===== src/rtl/ste_shift_tx.sv =====
// Parallel-to-serial word transmitter feeding the serial side of ste_shift_reg.
// It accepts a word on a valid/ready handshake and sends it one bit per clock,
// MSB or LSB first. It then holds a fixed idle gap before the next word.
//
//   state    | meaning
//   ---------+-----------------------------------------------------------
//   ST_IDLE  | waiting for a word, ready_o high unless clr_i
//   ST_SHIFT | word in flight, one bit per cycle on dout_o
//   ST_GAP   | GAP_CYC idle cycles; last cycle may accept the next word
module ste_shift_tx #(
    parameter int SHIFT_W   = 24,
    parameter int GAP_CYC   = 5,
    parameter bit MSB_FIRST = 1'b1,
    parameter int CNT_W     = 16
) (
    input  logic               clk,
    input  logic               reset_i,
    input  logic [SHIFT_W-1:0] data_i,
    input  logic               valid_i,
    output logic               ready_o,
    input  logic               clr_i,
    output logic               dout_o,
    output logic               shift_en_o,
    output logic               busy_o,
    output logic               done_o,
    output logic [CNT_W-1:0]   tx_cnt_o
);

    localparam logic [1:0] ST_IDLE  = 2'd0;
    localparam logic [1:0] ST_SHIFT = 2'd1;
    localparam logic [1:0] ST_GAP   = 2'd2;

    localparam int BIT_W    = $clog2(SHIFT_W);
    localparam int GAP_W    = (GAP_CYC > 1) ? $clog2(GAP_CYC) : 1;
    localparam int GAP_LOAD = (GAP_CYC > 0) ? GAP_CYC - 1 : 0;

    logic [1:0]         state_q;
    logic [1:0]         state_d;
    logic [SHIFT_W-1:0] sreg_q;
    // bits still to send after the one currently on dout_o
    logic [BIT_W-1:0]   bit_cnt_q;
    // gap cycles remaining after the current one
    logic [GAP_W-1:0]   gap_cnt_q;
    logic               last_bit;
    logic               gap_end;
    logic               accept;

    function automatic logic lead_bit(input logic [SHIFT_W-1:0] v);
        return MSB_FIRST ? v[SHIFT_W-1] : v[0];
    endfunction

    function automatic logic [SHIFT_W-1:0] advance(input logic [SHIFT_W-1:0] v);
        return MSB_FIRST ? (v << 1) : (v >> 1);
    endfunction

    assign last_bit = (state_q == ST_SHIFT) && (bit_cnt_q == '0);
    assign gap_end  = (state_q == ST_GAP) && (gap_cnt_q == '0);

    // Ready in idle, in the final gap cycle, or on the last bit when there is
    // no gap. This lets words run back to back with exactly GAP_CYC idle cycles.
    assign ready_o = !clr_i && ((state_q == ST_IDLE) || gap_end ||
                                ((GAP_CYC == 0) && last_bit));
    assign accept  = valid_i && ready_o;

    // Next-state selection; clr_i wins over everything, accept over timeouts.
    always_comb begin
        state_d = state_q;
        if (clr_i) begin
            state_d = ST_IDLE;
        end else if (accept) begin
            state_d = ST_SHIFT;
        end else begin
            case (state_q)
                ST_SHIFT: begin
                    if (bit_cnt_q == '0) begin
                        state_d = (GAP_CYC == 0) ? ST_IDLE : ST_GAP;
                    end
                end
                ST_GAP: begin
                    if (gap_cnt_q == '0) begin
                        state_d = ST_IDLE;
                    end
                end
                default: state_d = ST_IDLE;
            endcase
        end
    end

    // State, datapath and registered outputs.
    always_ff @(posedge clk or posedge reset_i) begin
        if (reset_i) begin
            state_q    <= ST_IDLE;
            sreg_q     <= '0;
            bit_cnt_q  <= '0;
            gap_cnt_q  <= '0;
            dout_o     <= 1'b0;
            shift_en_o <= 1'b0;
            busy_o     <= 1'b0;
            done_o     <= 1'b0;
            tx_cnt_o   <= '0;
        end else begin
            state_q <= state_d;
            busy_o  <= (state_d != ST_IDLE);
            done_o  <= 1'b0;
            if (clr_i) begin
                shift_en_o <= 1'b0;
                dout_o     <= 1'b0;
                sreg_q     <= '0;
                bit_cnt_q  <= '0;
                gap_cnt_q  <= '0;
            end else if (accept) begin
                // first bit goes straight to the output register
                shift_en_o <= 1'b1;
                dout_o     <= lead_bit(data_i);
                sreg_q     <= advance(data_i);
                bit_cnt_q  <= BIT_W'(SHIFT_W - 1);
            end else if (state_q == ST_SHIFT) begin
                if (bit_cnt_q != '0) begin
                    dout_o    <= lead_bit(sreg_q);
                    sreg_q    <= advance(sreg_q);
                    bit_cnt_q <= bit_cnt_q - BIT_W'(1);
                    if (bit_cnt_q == BIT_W'(1)) begin
                        done_o   <= 1'b1;
                        tx_cnt_o <= tx_cnt_o + CNT_W'(1);
                    end
                end else begin
                    shift_en_o <= 1'b0;
                    dout_o     <= 1'b0;
                    gap_cnt_q  <= GAP_W'(GAP_LOAD);
                end
            end else if (state_q == ST_GAP) begin
                if (gap_cnt_q != '0) begin
                    gap_cnt_q <= gap_cnt_q - GAP_W'(1);
                end
            end
        end
    end

endmodule


===== config.mk =====
export PLATFORM = sky130hd
export DESIGN_NAME = ste_shift_tx
export DESIGN_NICKNAME = d
export VERILOG_FILES = /design/src/rtl/ste_shift_tx.sv
export SDC_FILE = /design/constraint.sdc
export NUM_CORES = 1
export LEC_CHECK = 0
export ABC_AREA = 1
export ABC_CLOCK_PERIOD_IN_PS = 3900
export BUFFER_PORTS_ARGS = -buffer_cell sky130_fd_sc_hd__buf_2
export CORE_MARGIN = 3
export CORE_UTILIZATION = 61
export DETAILED_ROUTE_END_ITERATION = 8
export PLACE_DENSITY = 0.85
export SLEW_MARGIN = 20
export SYNTH_ARGS = -nofsm -noshare
export SYNTH_HDL_FRONTEND = slang
export SYNTH_SLANG_ARGS = --single-unit

===== constraint.sdc =====
create_clock -name clk -period 3.9 [get_ports clk]
set_input_delay 0.195 -clock clk [delete_from_list [all_inputs] [get_ports clk]]
set_output_delay 0.195 -clock clk [all_outputs]
set_load 0.01 [all_outputs]

==> run metrics <==
initial drt markers 184; P_sw about 380 uW; Clock Skews 0.00987 ns; fill count 422; max_slew headroom 0.410; Post-CTS Setup Bufs 0; crit path DAT 2.72 ns; Root Buffer clkbuf_8; Post-synth EDFFs 0; P_int 820 uW; Mapped Cells 426; status finished clean; Vias 2,772; CORE AREA 0.00482 sq mm; setup TNS 0 ns; largest net degree at the start of global routing 54; IO Pins 49; peak supply drop 0.000203 V; post-route cell area 0.00342 sq mm; hpwl dp around 4400 um; area of the multi-input gates 0.00143 sq mm; mapped cell area 0.00312 sq mm; LEAKAGE 0.00193 uW; most common cell in the netlist nand2_1; Post-Place Cells 524; total wire length 6380 um; Seq cells post-synth 53; post-synth top area share 0.426; Worst Hold Slack 0.0396 ns; vias in the first global route 2,667; Placer Congestion around 0.84; worst skew pair latency 0.31 ns; final hold vios 0; clk sinks 53; Least-Margin Pin Slew 0.884 ns; Logic pwr share 0.209; Die ar. 0.00600 sq mm; first-pass GRT wire length between 10,000 and 15,000 um; post-synthesis cell type count 26; Final ANT Viol Nets 0; Clk pin slew, worst setup/hold paths around 0.090 ns; Syn Area/Cell roughly 7.3 sq um; # port buffers 48; Tightest Hold Check Type input pin to asynchronous set/reset pin; Area Overhead vs Synth 9.63%; Final min period 2.51 ns; layout cell share with drive strength beyond 1 0.153; CP endpoint kind flop; Max clock buf depth 2; initial antenna violation count 0; fin. max-slew vios 0; Final Power 1200 uW; initial core utilization 0.647; CTS tree built; synthesis warning total 0; Synth Net Count around 460; Req. time, crit path 4.11 ns; worst setup path class flop to flop; FF+latch area between 0.001 and 0.0015 sq mm; # rows 25; Synth area leader dfrtp_1; largest cells by area after synthesis dfrtp_1 43%, nand2_1 19%, inv_1 7.6%; Post-synth top cells 155 x nand2_1, 63 x inv_1, 53 x dfrtp_1; DR WL/cell 12.0 um; GR Util All Layers 0.228; Remaining DRCs 0; NumNets Final 500; crit path max fanout 34; Die Span Y 77.5 um; CTS resizes 0; Peak Freq 398 MHz; fin crit share 0.644; R2R Setup Slk 1.39 ns; top_reg_cell synth dfrtp_1; Power Dens Cells 350 mW/mm^2; routed vias/inst 5.21; First-pass DRT Iterations 4; Seq pwr share 0.536; element type at the critical path start flop; non-filler cells, final approximately 530; clock share of power 0.254; Die Wd between 70 and 80 um; switching share of total power 0.316; post-synthesis sequential area ratio 0.426; htree depth 2; Max Cap Viol 0; antenna cell count 0; setup violators final 0; global route overflow 0; RSZ-0062 raised after global routing false; hold_buf cts 0; post-synthesis async set-or-reset flop share 1.00; TritonCTS buffer count 5; Placed Instance Area 0.00333 sq mm
==> kinds of logic (layout without fill, tap and decap cells) <==
family	after synthesis	count (layout)	share of synthesized area
xor gates and xnor gates	13	13	0.0365
DFF	53	53	0.426
AOI/OAI and AO/OA	41	41	0.0763
adders and majority gates	8	8	0.0321
and+or+nand+nor	226	226	0.313
buffers and inverters	85	124	0.116
==> final cells by class <==
cell class | count | area share
timing repair buffer | 48 | 0.0703
multi-input combinational | 288 | 0.418
sequential | 53 | 0.388
clock buffer | 6 | 0.0212
clock inverter | 2 | 0.00293
tap | 67 | 0.0245
inverter | 68 | 0.0751
==> registers in the layout, indices dropped and copies added (netlist names) <==
name        cells
bit_cnt_q       5
busy_o          1
done_o          1
dout_o          1
gap_cnt_q       3
shift_en_o      1
sreg_q         23
state_q         2
tx_cnt_o       16
==> path summary, 6_finish.rpt <==
| check | start | endpoint | cells past startpoint |
|---|---|---|---|
| max | state_q[0]$_DFF_PP0_ | tx_cnt_o[11]$_DFFE_PP0P_ | 9 |
| min | reset_i | sreg_q[4]$_DFFE_PP0P_ | 2 |
| max reg2reg | state_q[0]$_DFF_PP0_ | tx_cnt_o[11]$_DFFE_PP0P_ | 9 |
| min reg2reg | sreg_q[19]$_DFFE_PP0P_ | sreg_q[19]$_DFFE_PP0P_ | 2 |
| max in group asynchronous | reset_i | tx_cnt_o[3]$_DFFE_PP0P_ | 2 |
| min in group clk | data_i[0] | sreg_q[1]$_DFFE_PP0P_ | 3 |
==> per-layer routing <==
metal / vias up / track usage / wire [um]
met1: 1295 / 0.288 / 2830
met2: 77 / 0.393 / 3150
met5: - / 0 / 0
met3: 8 / 0.0406 / 319
li1: 1392 / - / -
met4: 0 / 0.0819 / 82
==> power groups by stage <==
| stage | combinational [uW] | clock, uW | sequential (uW) |
|---|---|---|---|
| 2_1_floorplan | 187 | 0 | 648 |
| 3_3_place_gp | 242 | 0 | 649 |
| 3_5_place_dp | 253 | 0 | 650 |
| 4_1_cts | 253 | 308 | 641 |
| 5_1_grt | 289 | 327 | 650 |
| 6_report | 251 | 305 | 642 |
==> critical path, stage by stage, from the launching register on <==
cell,delay (ns)
dfrtp_1,0.41
inv_1,0.09
ha_1,0.18
nand3_1,0.10
nand2_2,0.36
nand3_4,0.43
nand2_2,0.47
inv_2,0.20
nand2_1,0.11
nand2_1,0.06
==> layout by cell type (no fill, tap or decap) <==
cell type | Yosys | routed
nand3_4 | 3 | 3
nor2_2 | 1 | 1
nand4_1 | 4 | 4
a21oi_1 | 3 | 3
o21ai_0 | 14 | 14
xnor2_1 | 9 | 9
ha_1 | 8 | 8
o21bai_1 | 1 | 1
nor2_1 | 19 | 19
inv_1 | 63 | 62
and3_1 | 1 | 1
clkinv_2 | 0 | 3
nand3_1 | 36 | 36
xor2_1 | 4 | 4
clkbuf_8 | 0 | 5
clkbuf_1 | 4 | 1
nand2_1 | 155 | 155
buf_2 | 5 | 48
o211ai_1 | 1 | 1
nor3_1 | 1 | 1
inv_2 | 5 | 5
nor2_4 | 2 | 2
nand2_2 | 4 | 4
a31oi_1 | 22 | 22
dfrtp_1 | 53 | 53
==> per-stage QoR <==
stage	setup WS (ns)	util
final	1.39	0.709
after global routing	1.07	0.709
after CTS	1.39	0.709
after detailed placement	1.40	0.692
after global placement	1.48	0.692
after floorplan	2.35	-
Note: power is estimated with default switching activity, not from simulation.
